--- src/rtl/jt7759_pkg.sv ---
// Shared definitions for the jt7759 slave-mode feeder: one-hot FSM states,
// sample table base offset and strobe polarity constants.
package jt7759_pkg;

  typedef enum logic [8:0] {
    IDLE     = 9'h001,
    TBL_HI   = 9'h002,
    TBL_LO   = 9'h004,
    START    = 9'h008,
    WAIT_BSY = 9'h010,
    WAIT_DRQ = 9'h020,
    FETCH    = 9'h040,
    WRITE    = 9'h080,
    RELEASE  = 9'h100
  } state_t;

  localparam logic [16:0] TBL_BASE = 17'd5;
  localparam logic        STB_ACT  = 1'b0;
  localparam logic        STB_IDLE = 1'b1;

  // Each sample owns a two-byte big-endian pointer entry after the header
  function automatic logic [16:0] tbl_addr(input logic [7:0] s);
    return {8'd0, s, 1'b0} + TBL_BASE;
  endfunction

endpackage

--- src/rtl/jt7759_strobe.sv ---
// Active-low strobe generator: a fire request drives the line low for exactly
// WRW cycles; last flags the final low cycle so the FSM can move on with it.
module jt7759_strobe import jt7759_pkg::*; #(
  parameter int WRW = 4
) (
  input  logic clk,
  input  logic rstn,
  input  logic fire,
  input  logic clr,
  output logic n,
  output logic last
);

  logic [3:0] cnt;

  assign last = (n == STB_ACT) && (cnt == 4'd0);

  always_ff @(posedge clk or negedge rstn) begin
    if (!rstn) begin
      n   <= STB_IDLE;
      cnt <= 4'd0;
    end else if (clr) begin
      n   <= STB_IDLE;
      cnt <= 4'd0;
    end else if (fire) begin
      n   <= STB_ACT;
      cnt <= 4'(WRW - 1);
    end else if (n == STB_ACT) begin
      if (cnt == 4'd0) n <= STB_IDLE;
      else             cnt <= cnt - 4'd1;
    end
  end

endmodule

--- src/rtl/jt7759_feeder.sv ---
// Feeds sample bytes from memory to a slave-mode jt7759 ADPCM chip: reads the
// sample pointer table, starts the chip, then answers each DRQ with one byte.
module jt7759_feeder import jt7759_pkg::*; #(
  parameter int WRW = 4,
  parameter int TOW = 16
) (
  input  logic        clk,
  input  logic        rstn,
  input  logic        play,
  input  logic [7:0]  snd,
  input  logic        stop,
  output logic        busy,
  output logic        err,
  output logic        cs,
  output logic        stn,
  output logic        wrn,
  output logic [7:0]  dout,
  input  logic        drqn,
  input  logic        busyn,
  output logic        rom_cs,
  output logic [16:0] rom_addr,
  input  logic [7:0]  rom_data,
  input  logic        rom_ok
);

  state_t         state, state_d;
  logic [7:0]     snd_l, hi_l;
  logic [16:0]    ptr;
  logic [TOW-1:0] wd;
  logic           rd_ok, watched, tmo;
  logic           acc_play, got_hi, got_lo, got_byte, req_drq, fin;
  logic           stn_last, wrn_last;

  assign rd_ok   = rom_cs & rom_ok;
  assign watched = state inside {TBL_HI, TBL_LO, WAIT_BSY, FETCH, RELEASE};
  assign tmo     = watched & (&wd);
  assign busy    = (state != IDLE);

  always_ff @(posedge clk or negedge rstn) begin
    if (!rstn) state <= IDLE;
    else       state <= state_d;
  end

  always_comb begin
    state_d  = state;
    acc_play = 1'b0;
    got_hi   = 1'b0;
    got_lo   = 1'b0;
    got_byte = 1'b0;
    req_drq  = 1'b0;
    fin      = 1'b0;
    if (stop || tmo) begin
      state_d = IDLE;
    end else begin
      case (state)
        IDLE:     if (play) begin acc_play = 1'b1; state_d = TBL_HI; end
        TBL_HI:   if (rd_ok) begin got_hi = 1'b1; state_d = TBL_LO; end
        TBL_LO:   if (rd_ok) begin got_lo = 1'b1; state_d = START; end
        START:    if (stn_last) state_d = WAIT_BSY;
        WAIT_BSY: if (!busyn) state_d = WAIT_DRQ;
        WAIT_DRQ: begin
          // A pending request is served before noticing the chip went idle
          if (!drqn)     begin req_drq = 1'b1; state_d = FETCH; end
          else if (busyn) begin fin = 1'b1; state_d = IDLE; end
        end
        FETCH:    if (rd_ok) begin got_byte = 1'b1; state_d = WRITE; end
        WRITE:    if (wrn_last) state_d = RELEASE;
        RELEASE:  if (drqn) state_d = WAIT_DRQ;
        default:  state_d = IDLE;
      endcase
    end
  end

  // Watchdog restarts on every state change and only runs in stall-prone states
  always_ff @(posedge clk or negedge rstn) begin
    if (!rstn)                             wd <= '0;
    else if (state_d != state || !watched) wd <= '0;
    else                                   wd <= wd + TOW'(1);
  end

  always_ff @(posedge clk or negedge rstn) begin
    if (!rstn) begin
      err      <= 1'b0;
      cs       <= 1'b0;
      dout     <= 8'd0;
      rom_cs   <= 1'b0;
      rom_addr <= 17'd0;
      snd_l    <= 8'd0;
      hi_l     <= 8'd0;
      ptr      <= 17'd0;
    end else if (stop || tmo) begin
      cs     <= 1'b0;
      rom_cs <= 1'b0;
      if (!stop) err <= 1'b1;
    end else begin
      if (acc_play) begin
        snd_l    <= snd;
        err      <= 1'b0;
        rom_addr <= tbl_addr(snd);
        rom_cs   <= 1'b1;
      end
      if (got_hi) begin
        hi_l     <= rom_data;
        rom_addr <= rom_addr + 17'd1;
        rom_cs   <= 1'b0;
      end
      // rom_cs is dropped for one cycle between the two table reads
      if (state == TBL_LO && !rom_cs) rom_cs <= 1'b1;
      if (got_lo) begin
        ptr    <= {hi_l, rom_data, 1'b1};
        rom_cs <= 1'b0;
        dout   <= snd_l;
        cs     <= 1'b1;
      end
      if (req_drq) begin
        rom_addr <= ptr;
        rom_cs   <= 1'b1;
      end
      if (got_byte) begin
        dout   <= rom_data;
        rom_cs <= 1'b0;
        ptr    <= ptr + 17'd1;
      end
      if (fin) cs <= 1'b0;
    end
  end

  jt7759_strobe #(.WRW(WRW)) u_stn (
    .clk  (clk),
    .rstn (rstn),
    .fire (got_lo),
    .clr  (stop | tmo),
    .n    (stn),
    .last (stn_last)
  );

  jt7759_strobe #(.WRW(WRW)) u_wrn (
    .clk  (clk),
    .rstn (rstn),
    .fire (got_byte),
    .clr  (stop | tmo),
    .n    (wrn),
    .last (wrn_last)
  );

endmodule

--- config.mk ---
export PLATFORM = sky130hd
export DESIGN_NAME = jt7759_feeder
export DESIGN_NICKNAME = d
export VERILOG_FILES = /design/src/rtl/jt7759_pkg.sv /design/src/rtl/jt7759_strobe.sv /design/src/rtl/jt7759_feeder.sv
export SDC_FILE = /design/constraint.sdc
export NUM_CORES = 1
export LEC_CHECK = 0
export ABC_AREA = 1
export BUFFER_PORTS_ARGS = -buffer_cell sky130_fd_sc_hd__buf_4
export CAP_MARGIN = 30
export CORE_MARGIN = 3
export CORE_UTILIZATION = 60
export DETAILED_ROUTE_END_ITERATION = 6
export GPL_ROUTABILITY_DRIVEN = 0
export PLACE_DENSITY = 0.89
export SYNTH_ARGS = -nofsm -noshare
export SYNTH_HDL_FRONTEND = slang
export SYNTH_SLANG_ARGS = --single-unit
--- constraint.sdc ---
create_clock -name clk -period 3.1 [get_ports clk]
set_clock_uncertainty 0.15 [all_clocks]
set_input_delay 0.62 -clock clk [delete_from_list [all_inputs] [get_ports clk]]
set_output_delay 0.62 -clock clk [all_outputs]
set_load 0.02 [all_outputs]
==> summary by stage <==
Outcome
The flow ran to the end, and the final reports show no timing, DRC or antenna violations.

Timing
For this run, the top clock speed supported by timing is 354 MHz. The worst setup slack after layout is 0.271 ns. Setup repair after global routing left no endpoint under its margin. The tightest slew margin relative to the limit is 0.585. The final cycle utilization of the critical path is 0.913. The worst path needs 2.83 ns of the cycle, external delays included. The final-report setup violation count is 0. The post-route setup TNS is 0 ns. The transition time at the pin with the least slew margin is 0.617 ns. The max-slew violation count came to 0.

The total count of hold-check failures in the final report is 0.

Floorplanning
Measured along the x axis, the die boundary spans 106 um. The initial cell density of the core is 0.631. The placeable core region is 9460 um^2.

The full die area is 11200 um^2. The top-level port count is 54. The floorplan has 35 rows. The vertical die dimension is 106 um.

Route
Wires add up to 16100 um. The first-pass iteration count of the detailed router is 5. Across all layers, the routed design uses 5874 vias. Dividing the detail-routed via count by the number of cells gives 6.08. After the first detailed-routing iteration, the DRC count stood at 715. For this run, design rule violations remaining after detail routing come to 0. The number of nets still failing antenna checks after routing is 0. After detailed routing, the average wire length per cell comes to 16.7 um.

Synthesis
During synthesis, Yosys emitted a total of 0 warnings. Of the synthesized area, sequential elements account for 0.403. After synthesis, the share of flip-flops with an asynchronous set or reset is 1.00. By area the synthesized netlist is led by sky130_fd_sc_hd__dfrtp_1, sky130_fd_sc_hd__nand2_1, sky130_fd_sc_hd__nor2_1, sky130_fd_sc_hd__nand3_1, sky130_fd_sc_hd__inv_1.

Of all cell types, the one taking the most synthesized area is sky130_fd_sc_hd__dfrtp_1. The share of synthesized area in the top cell type comes to 0.390. For this run, the leading register cell type out of synthesis is sky130_fd_sc_hd__dfrtp_1. The gate count after technology mapping is 782. The mean area per synthesized cell is 7.64 um^2. The cell area after technology mapping is 5970 um^2. The number of nets handed over by synthesis was 811. After synthesis, the netlist uses 46 different library cells. After synthesis the netlist holds a flip-flop and latch count of 96. The number of enable flip-flop cells after synthesis is 0.

Worst setup path
STA classifies the critical path startpoint as a flip-flop. The cell with the largest stage delay on the worst path is sky130_fd_sc_hd__dfrtp_1. The critical path endpoint category is a flip-flop. Data on the critical path arrives at its endpoint at 2.98 ns.

The critical path start-end classification is reg2reg. At the worst endpoint, the required time is 3.25 ns. The sum of buffers and inverters on the critical path is 4. The delay of the slowest cell on the worst path is 0.55 ns. Traced cell by cell, the critical path runs through nor2_2 > nand2_4 > inv_2 > nand2_2 > nand3_2 > o21ai_4 > nand2_4 > inv_2 > buf_4 > nand2_1 > buf_4 > nand2_1 > nor2_1 > a211oi_1. The maximum fanout along the worst path is 22.

Grouping stages by cell kind, the critical path spends the most delay in simple AND/OR/NAND/NOR gates.

Global route
The number of global-route vias before repair is 5714. The global-route wire length before repair is 27100 um. The pin count of the biggest net entering global routing is 46. The number of antenna violations at the first check in global routing was 0.

Global routing finished with a remaining overflow of 0. For this run, the total global-route usage over all layers was measured as 0.299.

Layout
Compared with the post-synthesis result, the final layout area differs by 11.4%. After the last flow step, the layout net total stands at 861. The share of cells above drive strength 1 is 0.158. Measured on the finished design, the core utilization comes to 0.703. The repair_antennas step left the layout with diodes totalling 0.

Counting the fill cells in the layout gives 747.

Clock tree
The number of buffers inserted during clock tree synthesis is 9. No sink is reached through more buffers than the 2 on the longest clock path. The clock latency on the worst-skew pair is 0.38 ns. Clock tree synthesis selected as its root buffer the cell sky130_fd_sc_hd__clkbuf_8. TritonCTS built the clock tree.

After clock tree synthesis, the clock-pin slew on the worst setup and hold paths is 0.11 ns. The number of buffers added to fix hold violations after cts is 0. The tree built by TritonCTS fans out to 96 sinks. The H-tree depth is 3.

Pwr
The leakage power figure is 3.12 nW. Power spread over the standard cell area amounts to 386 nW/um^2. The worst voltage drop across the vdd grid is 0.267 mV.

Placement
The count of buffers added on input and output ports is 53. Detailed placement finished with a half-perimeter wire length of 12200 um. The setup slack after placement is 0.254 ns.

Min path
The type of the most critical hold path is in2async.

Job
The number of maximum-capacitance violations is 0.
-- worst reg2reg max path, stage by stage (launching register included) --
cell	delay, ns
sky130_fd_sc_hd__dfrtp_1	0.55
sky130_fd_sc_hd__nor2_2	0.11
sky130_fd_sc_hd__nand2_4	0.10
sky130_fd_sc_hd__inv_2	0.12
sky130_fd_sc_hd__nand2_2	0.14
sky130_fd_sc_hd__nand3_2	0.15
sky130_fd_sc_hd__o21ai_4	0.27
sky130_fd_sc_hd__nand2_4	0.17
sky130_fd_sc_hd__inv_2	0.17
sky130_fd_sc_hd__buf_4	0.23
sky130_fd_sc_hd__nand2_1	0.07
sky130_fd_sc_hd__buf_4	0.20
sky130_fd_sc_hd__nand2_1	0.09
sky130_fd_sc_hd__nor2_1	0.06
sky130_fd_sc_hd__a211oi_1	0.17
-- per-layer routing --
layer / up-vias / track usage / share of wire
li1: 2712 / - / -
met1: 2745 / 0.401 / 0.40
met2: 344 / 0.479 / 0.47
met3: 73 / 0.0563 / 0.089
met4: 0 / 0.120 / 0.034
met5: - / 0 / 0
-- cells by family (layout without fill, tap and decap cells) --
group	count (synthesis)	in the layout	synth area share
fa+ha+maj	6	6	0.0126
xor+xnor	41	41	0.0601
simple gates	404	404	0.315
flops	96	96	0.403
compound gates	119	119	0.128
buf+inv	116	171	0.0819
-- cells in the final DEF (no fill, tap or decap), types with 9 or more instances in the layout --
cell type	n
sky130_fd_sc_hd__nand2_1	155
sky130_fd_sc_hd__nor2_2	11
sky130_fd_sc_hd__a21oi_1	14
sky130_fd_sc_hd__xnor2_1	10
sky130_fd_sc_hd__o21ai_0	36
sky130_fd_sc_hd__nand4_1	17
sky130_fd_sc_hd__xor2_1	31
sky130_fd_sc_hd__nor3_1	33
sky130_fd_sc_hd__inv_1	83
sky130_fd_sc_hd__nor2_1	87
sky130_fd_sc_hd__nor3_2	11
sky130_fd_sc_hd__a31oi_1	9
sky130_fd_sc_hd__o211ai_1	18
sky130_fd_sc_hd__nand3_1	65
sky130_fd_sc_hd__dfrtp_1	93
sky130_fd_sc_hd__clkbuf_8	9
sky130_fd_sc_hd__buf_4	64
-- final cells by class --
class | instances | area (um^2) | share of cell area
tap | 129 | 161 | 0.0243
clock inverter | 6 | 52.6 | 0.00790
clock buffer | 10 | 128 | 0.0192
multi-input combinational | 570 | 3080 | 0.463
timing repair buffer | 64 | 480 | 0.0722
sequential | 96 | 2410 | 0.362
inverter | 91 | 342 | 0.0513
-- through the flow --
stage | total power, mW | cells | instance area (um^2) | hold WS [ns]
after floorplan | 1.63 | 782 | 5970 | 0.174
after global placement | 1.78 | 950 | 6470 | 0.312
after detailed placement | 1.80 | 950 | 6470 | 0.315
after CTS | 2.56 | 966 | 6650 | 0.0909
after global routing | 2.67 | 966 | 6650 | 0.103
final | 2.56 | 966 | 6650 | 0.0746
-- report_power, final --
part | internal, mW | switching (mW)
clock | 0.305 | 0.475
combinational | 0.144 | 0.264
sequential | 1.31 | 0.0669
-- flip-flops by register name, indices dropped and copies added, names as in the netlist --
name	count
u_stn.n	1
rom_cs	1
cs	1
u_stn.cnt	4
snd_l	8
state	9
u_wrn.cnt	4
ptr	17
hi_l	8
rom_addr	17
err	1
u_wrn.n	1
dout	8
wd	16
-- synth_stat cells, types with 2 or more instances --
library cell                 n
sky130_fd_sc_hd__xnor2_1    10
sky130_fd_sc_hd__nand4_1    17
sky130_fd_sc_hd__nor2_2     11
sky130_fd_sc_hd__nor2_1     87
sky130_fd_sc_hd__clkbuf_1    6
sky130_fd_sc_hd__nand3_2     5
sky130_fd_sc_hd__o211ai_1   18
sky130_fd_sc_hd__o32ai_1     2
sky130_fd_sc_hd__nand2_4     2
sky130_fd_sc_hd__o31ai_1     2
sky130_fd_sc_hd__o21ai_1     6
sky130_fd_sc_hd__ha_1        6
sky130_fd_sc_hd__dfrtp_1    93
sky130_fd_sc_hd__buf_4       2
sky130_fd_sc_hd__buf_6       4
sky130_fd_sc_hd__o22ai_1     6
sky130_fd_sc_hd__nor3b_1     3
sky130_fd_sc_hd__nor3_1     33
sky130_fd_sc_hd__o221ai_1    8
sky130_fd_sc_hd__a31oi_1     9
sky130_fd_sc_hd__xor2_1     31
sky130_fd_sc_hd__buf_2      13
sky130_fd_sc_hd__inv_1      83
sky130_fd_sc_hd__nand3_1    65
sky130_fd_sc_hd__a21oi_1    14
sky130_fd_sc_hd__dfstp_2     3
sky130_fd_sc_hd__nand2_1   155
sky130_fd_sc_hd__nor3_2     11
sky130_fd_sc_hd__nor4_1      4
sky130_fd_sc_hd__inv_2       8
sky130_fd_sc_hd__o21ai_0    36
sky130_fd_sc_hd__a211oi_1    4
sky130_fd_sc_hd__o21ai_2     2
sky130_fd_sc_hd__o21bai_1    5
sky130_fd_sc_hd__nand2_2     7
-- final timing paths --
check / startpoint / to / slack (ns) / cells past startpoint
max: state[4] / ptr[11] / 0.27 / 14
max in group asynchronous: rstn / u_stn.n / 1.99 / 2
min reg2reg: wd[0] / wd[0] / 0.34 / 1
max reg2reg: state[4] / ptr[11] / 0.27 / 14
min: rstn / ptr[10] / 0.07 / 1
min in group clk: stop / err / 0.31 / 2
-- what timing repair did --
| item | 4_1_cts | 5_1_grt |
|---|---|---|
| buffers inserted | 0 | 0 |
| gates resized for setup | 0 | 1 |
| endpoints found under the setup margin | 0 | 3 |
(Power assumes the default switching activity.)
